## src/rtl/alu_arb_pkg.sv

```systemverilog
// Shared types and constants for the ALU arbiter.
// FunSel codes, flag bit positions and FSM state encoding.
package alu_arb_pkg;

   typedef logic [1:0] state_t;

   localparam state_t IDLE = 2'd0;
   localparam state_t EXEC = 2'd1;
   localparam state_t RESP = 2'd2;

   localparam logic [3:0] FS_PASS = 4'b0000;
   localparam logic [3:0] FS_ADD  = 4'b0100;
   localparam logic [3:0] FS_ADC  = 4'b0101;
   localparam logic [3:0] FS_SUB  = 4'b0110;
   localparam int         FS_W32  = 4;

   // 32-bit pass-A: the harmless code parked on the ALU when idle
   localparam logic [4:0] FS_IDLE = {1'b1, FS_PASS};

   localparam int FLAG_Z = 3;
   localparam int FLAG_C = 2;
   localparam int FLAG_N = 1;
   localparam int FLAG_O = 0;

endpackage

```

## src/rtl/alu_arbiter_if.sv

```systemverilog
// Requester-side bundle of the ALU arbiter.
// master = requester cluster, slave = arbiter.
interface alu_arbiter_if #(
   parameter int NUM_REQ  = 2,
   parameter int DATA_W   = 32,
   parameter int FUNSEL_W = 5
);

   logic [NUM_REQ-1:0]          req_valid;
   logic [NUM_REQ-1:0]          req_ready;
   logic [NUM_REQ*FUNSEL_W-1:0] req_funsel;
   logic [NUM_REQ*DATA_W-1:0]   req_a;
   logic [NUM_REQ*DATA_W-1:0]   req_b;
   logic [NUM_REQ-1:0]          req_wf;
   logic [NUM_REQ-1:0]          req_lock;
   logic [NUM_REQ-1:0]          resp_valid;
   logic [NUM_REQ-1:0]          resp_ready;
   logic [DATA_W-1:0]           resp_data;
   logic [3:0]                  resp_flags;

   modport master (
      output req_valid, req_funsel, req_a, req_b,
      output req_wf, req_lock, resp_ready,
      input  req_ready, resp_valid, resp_data, resp_flags
   );

   modport slave (
      input  req_valid, req_funsel, req_a, req_b,
      input  req_wf, req_lock, resp_ready,
      output req_ready, resp_valid, resp_data, resp_flags
   );

endinterface

```

## src/rtl/alu_arbiter_rr_arbiter.sv

```systemverilog
// Round-robin grant with last-winner pointer and owner lock.
module rr_arbiter #(
   parameter int NUM_REQ = 2,
   parameter int IDX_W   = $clog2(NUM_REQ)
) (
   input  logic               clk,
   input  logic               rst,
   input  logic [NUM_REQ-1:0] req,
   input  logic               upd,
   input  logic               lock,
   input  logic [IDX_W-1:0]   lock_idx,
   output logic [NUM_REQ-1:0] gnt,
   output logic [IDX_W-1:0]   gnt_idx
);

   logic [IDX_W-1:0] ptr_q, ptr_d;
   logic             hit;
   int               idx;

   always_comb begin
      gnt     = '0;
      gnt_idx = '0;
      hit     = 1'b0;
      idx     = 0;
      if (lock) begin
         if (req[lock_idx]) begin
            gnt[lock_idx] = 1'b1;
            gnt_idx       = lock_idx;
         end
      end else begin
         // search starts just after the last winner
         for (int i = 1; i <= NUM_REQ; i++) begin
            idx = int'(ptr_q) + i;
            if (idx >= NUM_REQ) idx = idx - NUM_REQ;
            if (!hit && req[IDX_W'(idx)]) begin
               hit                = 1'b1;
               gnt[IDX_W'(idx)]   = 1'b1;
               gnt_idx            = IDX_W'(idx);
            end
         end
      end
      ptr_d = upd ? gnt_idx : ptr_q;
   end

   always_ff @(posedge clk) begin
      if (rst) ptr_q <= IDX_W'(NUM_REQ - 1);
      else     ptr_q <= ptr_d;
   end

endmodule

```

## src/rtl/alu_arbiter.sv

```systemverilog
// Shares one ALU between NUM_REQ requesters: IDLE -> EXEC -> RESP.
// Define ALU_ARB_LOCK_EN to let an owner keep the ALU across ops.
module alu_arbiter
   import alu_arb_pkg::*;
#(
   parameter int NUM_REQ  = 2,
   parameter int DATA_W   = 32,
   parameter int FUNSEL_W = 5
) (
   input  logic                clk,
   input  logic                rst,
   alu_arbiter_if.slave        bus,
   output logic [DATA_W-1:0]   alu_a,
   output logic [DATA_W-1:0]   alu_b,
   output logic [FUNSEL_W-1:0] alu_funsel,
   output logic                alu_wf,
   input  logic [DATA_W-1:0]   alu_out,
   input  logic [3:0]          alu_flags
);

   localparam int IDX_W = $clog2(NUM_REQ);

   state_t               state_q, state_d;
   logic [IDX_W-1:0]     owner_q, owner_d;
   logic [FUNSEL_W-1:0]  fs_q, fs_d;
   logic [DATA_W-1:0]    a_q, a_d;
   logic [DATA_W-1:0]    b_q, b_d;
   logic                 wf_q, wf_d;
   logic [DATA_W-1:0]    data_q, data_d;

   logic [NUM_REQ-1:0]   arb_req;
   logic [NUM_REQ-1:0]   gnt;
   logic [IDX_W-1:0]     gnt_idx;
   logic                 accept;
   logic                 hs;
   logic                 lock_act;

   assign arb_req = (state_q == IDLE) ? bus.req_valid : '0;
   assign accept  = |gnt;
   assign hs      = (state_q == RESP) && bus.resp_ready[owner_q];

`ifdef ALU_ARB_LOCK_EN
   logic lock_q, lock_d;
   logic lk_q, lk_d;

   // lock lapses as soon as the owner stops asking
   assign lock_act = lock_q && bus.req_valid[owner_q];

   always_comb begin
      lock_d = lock_q;
      lk_d   = lk_q;
      if (state_q == IDLE && (accept || !lock_act)) lock_d = 1'b0;
      if (accept) lk_d = bus.req_lock[gnt_idx];
      if (hs)     lock_d = lk_q;
   end

   always_ff @(posedge clk) begin
      if (rst) begin
         lock_q <= 1'b0;
         lk_q   <= 1'b0;
      end else begin
         lock_q <= lock_d;
         lk_q   <= lk_d;
      end
   end
`else
   logic unused_lock;

   assign lock_act    = 1'b0;
   assign unused_lock = ^bus.req_lock;
`endif

   rr_arbiter #(
      .NUM_REQ (NUM_REQ),
      .IDX_W   (IDX_W)
   ) u_rr (
      .clk      (clk),
      .rst      (rst),
      .req      (arb_req),
      .upd      (accept),
      .lock     (lock_act),
      .lock_idx (owner_q),
      .gnt      (gnt),
      .gnt_idx  (gnt_idx)
   );

   always_comb begin
      state_d        = state_q;
      owner_d        = owner_q;
      fs_d           = fs_q;
      a_d            = a_q;
      b_d            = b_q;
      wf_d           = wf_q;
      data_d         = data_q;
      bus.req_ready  = gnt;
      bus.resp_valid = '0;
      bus.resp_flags = '0;
      alu_a          = '0;
      alu_b          = '0;
      alu_funsel     = FUNSEL_W'(FS_IDLE);
      alu_wf         = 1'b0;
      unique case (state_q)
         IDLE: begin
            if (accept) begin
               owner_d = gnt_idx;
               fs_d    = bus.req_funsel[gnt_idx*FUNSEL_W +: FUNSEL_W];
               a_d     = bus.req_a[gnt_idx*DATA_W +: DATA_W];
               b_d     = bus.req_b[gnt_idx*DATA_W +: DATA_W];
               wf_d    = bus.req_wf[gnt_idx];
               state_d = EXEC;
            end
         end
         EXEC: begin
            alu_a      = a_q;
            alu_b      = b_q;
            alu_funsel = fs_q;
            alu_wf     = wf_q;
            data_d     = alu_out;
            state_d    = RESP;
         end
         RESP: begin
            // ALU flag register already reflects this op
            bus.resp_valid[owner_q] = 1'b1;
            bus.resp_flags          = alu_flags;
            if (hs) state_d = IDLE;
         end
         default: state_d = IDLE;
      endcase
   end

   assign bus.resp_data = data_q;

   always_ff @(posedge clk) begin
      if (rst) begin
         state_q <= IDLE;
         owner_q <= '0;
         fs_q    <= '0;
         a_q     <= '0;
         b_q     <= '0;
         wf_q    <= 1'b0;
         data_q  <= '0;
      end else begin
         state_q <= state_d;
         owner_q <= owner_d;
         fs_q    <= fs_d;
         a_q     <= a_d;
         b_q     <= b_d;
         wf_q    <= wf_d;
         data_q  <= data_d;
      end
   end

endmodule

```

## src/flat_wrapper.sv

```systemverilog
// flat-port wrapper written by rule: the top's interface ports become plain ports
module alu_arbiter_flat import alu_arb_pkg::*;
#(
   parameter int NUM_REQ  = 2,
   parameter int DATA_W   = 32,
   parameter int FUNSEL_W = 5
)
  (clk, rst, alu_a, alu_b, alu_funsel, alu_wf, alu_out, alu_flags, bus_req_valid, bus_req_funsel, bus_req_a, bus_req_b, bus_req_wf, bus_req_lock, bus_resp_ready, bus_req_ready, bus_resp_valid, bus_resp_data, bus_resp_flags);
  alu_arbiter_if #(.NUM_REQ(NUM_REQ), .DATA_W(DATA_W), .FUNSEL_W(FUNSEL_W)) bus_i ();
  input  logic clk;
  input  logic rst;
  output logic [DATA_W-1:0] alu_a;
  output logic [DATA_W-1:0] alu_b;
  output logic [FUNSEL_W-1:0] alu_funsel;
  output logic alu_wf;
  input  logic [DATA_W-1:0] alu_out;
  input  logic [3:0] alu_flags;
  input wire logic [$bits(bus_i.req_valid)-1:0] bus_req_valid;
  input wire logic [$bits(bus_i.req_funsel)-1:0] bus_req_funsel;
  input wire logic [$bits(bus_i.req_a)-1:0] bus_req_a;
  input wire logic [$bits(bus_i.req_b)-1:0] bus_req_b;
  input wire logic [$bits(bus_i.req_wf)-1:0] bus_req_wf;
  input wire logic [$bits(bus_i.req_lock)-1:0] bus_req_lock;
  input wire logic [$bits(bus_i.resp_ready)-1:0] bus_resp_ready;
  output wire logic [$bits(bus_i.req_ready)-1:0] bus_req_ready;
  output wire logic [$bits(bus_i.resp_valid)-1:0] bus_resp_valid;
  output wire logic [$bits(bus_i.resp_data)-1:0] bus_resp_data;
  output wire logic [$bits(bus_i.resp_flags)-1:0] bus_resp_flags;
  assign bus_i.req_valid = bus_req_valid;
  assign bus_i.req_funsel = bus_req_funsel;
  assign bus_i.req_a = bus_req_a;
  assign bus_i.req_b = bus_req_b;
  assign bus_i.req_wf = bus_req_wf;
  assign bus_i.req_lock = bus_req_lock;
  assign bus_i.resp_ready = bus_resp_ready;
  assign bus_req_ready = bus_i.req_ready;
  assign bus_resp_valid = bus_i.resp_valid;
  assign bus_resp_data = bus_i.resp_data;
  assign bus_resp_flags = bus_i.resp_flags;
  alu_arbiter #(.NUM_REQ(NUM_REQ), .DATA_W(DATA_W), .FUNSEL_W(FUNSEL_W)) u_core (.clk(clk), .rst(rst), .bus(bus_i), .alu_a(alu_a), .alu_b(alu_b), .alu_funsel(alu_funsel), .alu_wf(alu_wf), .alu_out(alu_out), .alu_flags(alu_flags));
endmodule
```

## config.mk

```make
export PLATFORM = sky130hd
export DESIGN_NAME = alu_arbiter_flat
export DESIGN_NICKNAME = d
export VERILOG_FILES = /design/src/rtl/alu_arb_pkg.sv /design/src/rtl/alu_arbiter_if.sv /design/src/rtl/alu_arbiter_rr_arbiter.sv /design/src/rtl/alu_arbiter.sv /design/src/flat_wrapper.sv
export SDC_FILE = /design/constraint.sdc
export NUM_CORES = 1
export LEC_CHECK = 0
export ABC_AREA = 1
export ABC_CLOCK_PERIOD_IN_PS = 1850
export CAP_MARGIN = 15
export CORE_AREA = 2 2 113 115
export CTS_CLUSTER_DIAMETER = 80
export DETAILED_ROUTE_END_ITERATION = 10
export DIE_AREA = 0 0 115 117
export DONT_BUFFER_PORTS = 1
export RECOVER_POWER = 25
export SKIP_LAST_GASP = 1
export SLEW_MARGIN = 10
export SYNTH_ARGS = -nofsm -noshare
export SYNTH_HDL_FRONTEND = slang
export SYNTH_HIERARCHICAL = 1
export SYNTH_SLANG_ARGS = --single-unit
```

## constraint.sdc

```tcl
create_clock -name clk -period 1.85 [get_ports clk]
set_input_delay 0.37 -clock clk [delete_from_list [all_inputs] [get_ports clk]]
set_output_delay 0.37 -clock clk [all_outputs]
set_load 0.01 [all_outputs]
```

==> results of run 1 <==
[stage by stage]
step                       TNS, ns  worst slack (ns)  power, mW
final                            0            0.0885       6.95
after floorplan                  0            0.0944       4.57
after detailed placement         0             0.149       4.95
after global placement           0             0.192       4.93
after global routing             0            0.0141       7.51
after CTS                 -0.00887          -0.00445       6.83
[cell usage after synthesis]
cell,number,area share [%]
dfxtp_1,106,39
nand2_1,358,25
buf_1,1,0.070
inv_1,86,6.0
inv_2,1,0.070
nor2_1,285,20
o21ai_0,33,3.1
conb_1,1,0.070
buf_2,27,2.5
nand3_1,2,0.19
clkbuf_1,16,1.1
buf_4,8,1.1
nand2_2,3,0.35
a21oi_1,4,0.37
buf_6,3,0.63
nor2_4,1,0.21
nand3_2,1,0.19
[timing repair]
| action | in CTS | in global routing |
|---|---|---|
| buffers inserted | 0 | 0 |
| gates cloned | 1 | 4 |
| setup endpoints to repair | 15 | 90 |
| pin swaps | 0 | 2 |
| gates resized for setup | 2 | 14 |
[metal layers]
layer | up-vias | global-route usage (%) | share of wire, %
li1 | 2686 | - | -
met1 | 2193 | 22.3 | 41
met2 | 182 | 34.5 | 48
met3 | 16 | 5.97 | 9.5
met4 | 0 | 8.03 | 1.8
met5 | - | 0 | 0
[power by group through the flow]
stage	clock (mW)	sequential, mW	combinational [mW]
3_5_place_dp	0	2.98	1.97
4_1_cts	1.89	2.93	2.01
6_report	1.82	2.93	2.20
3_3_place_gp	0	2.97	1.96
5_1_grt	1.98	2.98	2.54
2_1_floorplan	0	2.94	1.63
[registers in the layout (all words and copies together), names as in the netlist]
signal and count:
u_core/a_q 32, u_core/b_q 32, u_core/bus.resp_data 32, u_core/fs_q 5
u_core/state_q 2, u_core/owner_q 1, u_core/u_rr/ptr_q 1, u_core/wf_q 1
[area by class of cell]
type                    count  area [um2]  share of cell area [%]
flip-flops and latches    106        2130                    35.3
clock buffers              12         256                    4.26
repair buffers             29         388                    6.44
clock inverters             4        26.3                   0.436
inverters                  87         327                    5.42
multi-input cells         691        2710                    45.0
well taps                 150         188                    3.12
[how the worst max path moves through the flow]
stage / from / end / slack [ns] / cells past startpoint
6_report: u_core/state_q[1] / alu_a[16] / 0.09 / 4
3_3_place_gp: u_core/state_q[0] / u_core/a_q[4] / 0.19 / 11
4_1_cts: u_core/state_q[1] / alu_a[20] / -0.004 / 4
2_1_floorplan: u_core/state_q[1] / u_core/a_q[0] / 0.09 / 12
5_1_grt: u_core/state_q[0] / bus_req_ready[0] / 0.01 / 6
3_5_place_dp: u_core/state_q[0] / u_core/wf_q / 0.15 / 11
[logic make-up after synthesis]
kind of cell,share of synthesized area [%]
and+or+nand+nor,45.7
DFF,39.3
other,0.0695
buffers and inverters,11.5
AOI/OAI and AO/OA,3.43
[critical path: stages (launching register included)]
cell and delay, ns:
dfxtp_1 0.34, inv_2 0.11, nand2_8 0.13, buf_4 0.20, nor2_1 0.26
==> flow_metrics.env, run 1 <==
export IMPL_status="complete, no violations"
export IMPL_htreeDepth=3
export IMPL_vias=5077
export IMPL_drcViolationCount=0
export IMPL_finalHoldViolations=0
export IMPL_p_switching_mw=2.44
export IMPL_min_from="rst"
export IMPL_worstRegToRegCells=12
export IMPL_final_common_cell="nand2_1"
export IMPL_cts_made_buffers=9
export IMPL_nets=1108
export IMPL_root_buffer="clkbuf_16"
export IMPL_track_usage_pct=19.6
export IMPL_hold_depth=1
export IMPL_fp_dieH_um=117
export IMPL_cts_tree="yes"
export IMPL_drt_initial_drc_count=238
export IMPL_wirelength_mm=14.5
export IMPL_detail_route_vias_per_cell=4.71
export IMPL_place_port_buffers=0
export IMPL_switching_share_pct=35.1
export IMPL_arrival_ns=1.39
export IMPL_cts_buffer_depth=2
export IMPL_timing_hold_ws_ns=0.0811
export IMPL_power_density_nw_per_um2=1150
export IMPL_drive_gt1_share_pct=6.24
export IMPL_dieWidth_um=115
export IMPL_gp_congestion=0.744
export IMPL_drv_slew=0
export IMPL_start_util_pct=43.8
export IMPL_ys_types=17
export IMPL_wl_per_cell_um=13.5
export IMPL_clk_pin_slew_ns=0.07
export IMPL_vdd_drop_max_mv=0.468
export IMPL_fillCellCount=1363
export IMPL_cp_start_kind="register"
export IMPL_worst_path_max_fanout=17
export IMPL_dpl_instance_area_um2=5550
export IMPL_area_growth_pct=11.6
export IMPL_setup_violations_final=0
export IMPL_fin_area_um2=6020
export IMPL_post_route_util_pct=48.9
export IMPL_dpl_hpwl_mm=10.1
export IMPL_grt_pass1_vias=4294
export IMPL_grt_ovfl_total=0
export IMPL_antenna_found_initial=0
export IMPL_layoutNonFillerInstCount=1079
export IMPL_synth_seq_area_share_pct=39.3
export IMPL_grt_max_degree=62
export IMPL_cp_end_kind="output port"
export IMPL_yosysWarnings=6
export IMPL_reg2reg_from="u_core/state_q[0]"
export IMPL_combPwrFrac_pct=31.7
export IMPL_place_inst=1058
export IMPL_cp_data_required_time_ns=1.48
export IMPL_synth_area_um2=5390
export IMPL_maxCapViolCount=0
export IMPL_p_int_mw=4.51
export IMPL_period_share_pct=95.2
export IMPL_final_antenna_net_count=0
export IMPL_fin_skew_ns=0.00546
export IMPL_die_area_um2=13500
export IMPL_avgSynthCellArea_um2=5.76
export IMPL_grt_pass1_wl_mm=20.7
export IMPL_rsz0062_at_grt="false"
export IMPL_ys_ff_latch=106
export IMPL_reg2reg_to="u_core/b_q[5]"
export IMPL_core_area_um2=12300
export IMPL_clkLatencyLatePin_ns=0.35
export IMPL_num_io_pins=294
export IMPL_clkPwrFrac_pct=26.2
export IMPL_whs_endpoint="u_core/state_q[0]"
export IMPL_fin_crit_ns=1.76
export IMPL_reg2reg_slack_ns=0.19
export IMPL_insertedDiodeCount=0
export IMPL_hold_buffers=0
export IMPL_final_cell_mix="nand2_1, nor2_1, dfxtp_1"
export IMPL_rows=41
export IMPL_max_freq_mhz=568
export IMPL_power_leakage_nw=3.16
export IMPL_crit_type="reg -> out"
export IMPL_firstDrtPassIters=4
export IMPL_clock_sinks=106
export IMPL_hold_path_class="in -> reg"
export IMPL_seqPwrFrac_pct=42.2
export IMPL_synthCells=936
(Power assumes the default switching activity.)
==> inputs of run 2 (changes only) <==
--- a/config.mk
+++ b/config.mk
@@ -18,5 +18,4 @@
 export SLEW_MARGIN = 10
 export SYNTH_ARGS = -nofsm -noshare
 export SYNTH_HDL_FRONTEND = slang
-export SYNTH_HIERARCHICAL = 1
 export SYNTH_SLANG_ARGS = --single-unit
==> run 2 against run 1 <==
  * Clock-buffer cell count down 2
  * First-iteration DRC count decreased by 44%
  * Synthesized cell count fell by 26%
  * Critical path depth did not move
  * Clock power up 3%
  * Via count down 25%
  * Highest routed layer unchanged
  * Synthesized area decreased by 17%
  * Largest cell class is now sequential cells
  * Die area is the same
  * Combinational power shrank 62%
  * Register-to-register slack gained 0.02 ns
==> flow_metrics.env, run 2 <==
export IMPL_status="complete, no violations"
export IMPL_cts_tree="yes"
export IMPL_fin_total_pwr_mw=5.33
export IMPL_post_route_util_pct=40.0
export IMPL_final_antenna_net_count=0
export IMPL_fp_dieH_um=117
export IMPL_seqPwrFrac_pct=49.2
export IMPL_wl_met2_mm=5.21
export IMPL_yosysTopAreaCell="dfxtp_1"
export IMPL_p_int_mw=3.85
export IMPL_arrival_ns=1.36
export IMPL_clkLatencyLatePin_ns=0.34
export IMPL_cp_end_kind="output port"
export IMPL_async_reset_ff_share_pct=0
export IMPL_synth_seq_area_share_pct=47.5
export IMPL_worst_path_max_fanout=33
export IMPL_worst_slack_ns=0.124
export IMPL_synth_area_leaders="dfxtp_1, nor2_1, nand2_1, inv_1, o21ai_0"
export IMPL_die_area_um2=13500
export IMPL_clkPwrFrac_pct=35.3
export IMPL_period_share_pct=93.3
export IMPL_seq_area_um2=2120
export IMPL_grt_max_degree=66
export IMPL_grt_ovfl_total=0
export IMPL_yosysWarnings=0
export IMPL_crit_type="reg -> out"
export IMPL_htreeDepth=3
export IMPL_vdd_drop_max_mv=0.456
export IMPL_grt_pass1_vias=3284
export IMPL_p_switching_mw=1.48
export IMPL_yosysTopAreaCellShare_pct=47.5
export IMPL_clk_pin_slew_ns=0.06
export IMPL_antenna_found_initial=0
export IMPL_fillCellCount=1312
export IMPL_cp_data_required_time_ns=1.48
export IMPL_core_area_um2=12300
export IMPL_switching_share_pct=27.8
export IMPL_firstDrtPassIters=4
export IMPL_post_cts_buffers=0
export IMPL_drt_initial_drc_count=133
export IMPL_combPwrFrac_pct=15.5
export IMPL_avgSynthCellArea_um2=6.44
export IMPL_ys_ff_latch=106
export IMPL_max_freq_mhz=580
export IMPL_timing_hold_ws_ns=0.0831
export IMPL_wirelength_mm=10.6
export IMPL_grt_pass1_wl_mm=15.5
export IMPL_dieWidth_um=115
export IMPL_power_density_nw_per_um2=1080
export IMPL_fin_area_um2=4930
export IMPL_rsz0062_at_grt="false"
export IMPL_drcViolationCount=0
export IMPL_synth_ff_type="dfxtp_1"
export IMPL_setup_violations_final=0
export IMPL_top_layer="met4"
export IMPL_num_io_pins=294
export IMPL_m1WireLength_mm=4.30
export IMPL_layoutNonFillerInstCount=832
export IMPL_worst_pin_slew_ns=0.661
export IMPL_start_util_pct=36.3
export IMPL_synth_area_um2=4470
export IMPL_synth_common_cells="nor2_1, nand2_1, dfxtp_1"
export IMPL_dpl_instance_area_um2=4550
export IMPL_synthesis_nets=878
export IMPL_track_usage_pct=14.9
export IMPL_gp_congestion=0.720
export IMPL_finalHoldViolations=0
export IMPL_wl_per_cell_um=12.8
export IMPL_fin_crit_ns=1.73
export IMPL_final_cell_mix="nor2_1, nand2_1, dfxtp_1"
export IMPL_final_common_cell="nor2_1"
export IMPL_multiInputGateArea_um2=1880
export IMPL_place_ws_ns=0.362
export IMPL_rows=41
export IMPL_slew_headroom_pct=56.0
export IMPL_drv_slew=0
export IMPL_hold_path_class="in -> reg"
export IMPL_area_growth_pct=10.3
export IMPL_cp_start_kind="register"
export IMPL_maxCapViolCount=0
export IMPL_dpl_hpwl_mm=7.49
export IMPL_cts_made_buffers=9
export IMPL_place_port_buffers=0
export IMPL_ys_types=14
export IMPL_clock_sinks=106
export IMPL_place_inst=815
export IMPL_nets=862
export IMPL_cts_buffer_depth=2
export IMPL_yosysMostFrequentCell="nor2_1"
export IMPL_root_buffer="clkbuf_16"
export IMPL_drive_gt1_share_pct=8.36
export IMPL_tns_ns=0
export IMPL_synthCells=694
export IMPL_insertedDiodeCount=0
export IMPL_dr_wl_met3_um=930
export IMPL_fin_skew_ns=0.00504
export IMPL_vias=3792
export IMPL_detail_route_vias_per_cell=4.56
export IMPL_synth_edf_count=0
export IMPL_power_leakage_nw=2.37
run 2: cell types whose count changed in the layout (fill, tap and decap cells not counted), moves of 2 or more:
cell | previous run | this run
conb_1 | 4 | 1
nor2_2 | 4 | 24
inv_1 | 84 | 79
nor2_1 | 281 | 258
clkbuf_16 | 13 | 10
a21oi_1 | 4 | 1
nand2_2 | 2 | 0
buf_12 | 3 | 0
buf_4 | 16 | 9
nand2_1 | 356 | 145
run 2: worst max-delay path, cell delays in order (launching register included):
cell	delay, ns
dfxtp_1	0.32
inv_2	0.11
nand2_8	0.14
buf_16	0.22
nor2_1	0.21
run 2: path summary, 6_finish.rpt:
path,start,endpoint,slack (ns),cells after the start
min reg2reg,u_core.owner_q,u_core.owner_q,0.50,2
max reg2reg,u_core.state_q[0],u_core.b_q[28],0.21,5
min,rst,u_core.state_q[0],0.08,1
max,u_core.state_q[1],alu_a[15],0.12,4
run 2: power groups by stage:
stage          Combinational, mW  Clock, mW  Sequential, mW
2_1_floorplan              0.687          0            2.65
3_3_place_gp               0.774          0            2.66
3_5_place_dp               0.808          0            2.67
4_1_cts                    0.809       1.96            2.62
5_1_grt                    0.974       2.06            2.64
6_report                   0.827       1.88            2.62
run 2: cell type report:
cell class              count  share of cell area [%]
clock inverters             5                    1.09
well taps                 150                    3.81
flip-flops and latches    106                    43.1
clock buffers              10                    4.85
inverters                  81                    6.17
repair buffers             14                    2.77
multi-input cells         466                    38.2
run 2: cells by family after synthesis:
kind of cell | Yosys count | synth area share [%]
other | 1 | 0.0839
AOI/OAI and AO/OA | 33 | 3.70
DFF | 106 | 47.5
and+or+nand+nor | 431 | 36.4
buffers and inverters | 123 | 12.3
run 2: routing by layer:
layer  vias to the layer above  global-route usage [%]
li1                       1976                       -
met1                      1675                    16.6
met2                       128                    25.3
met3                        13                    5.51
met4                         0                    6.75
met5                         -                       0
run 2: what timing repair did:
| item | CTS | global route |
|---|---|---|
| resized for setup | 0 | 28 |
| endpoints found under the setup margin | 0 | 48 |
| hold buffers | 0 | 0 |
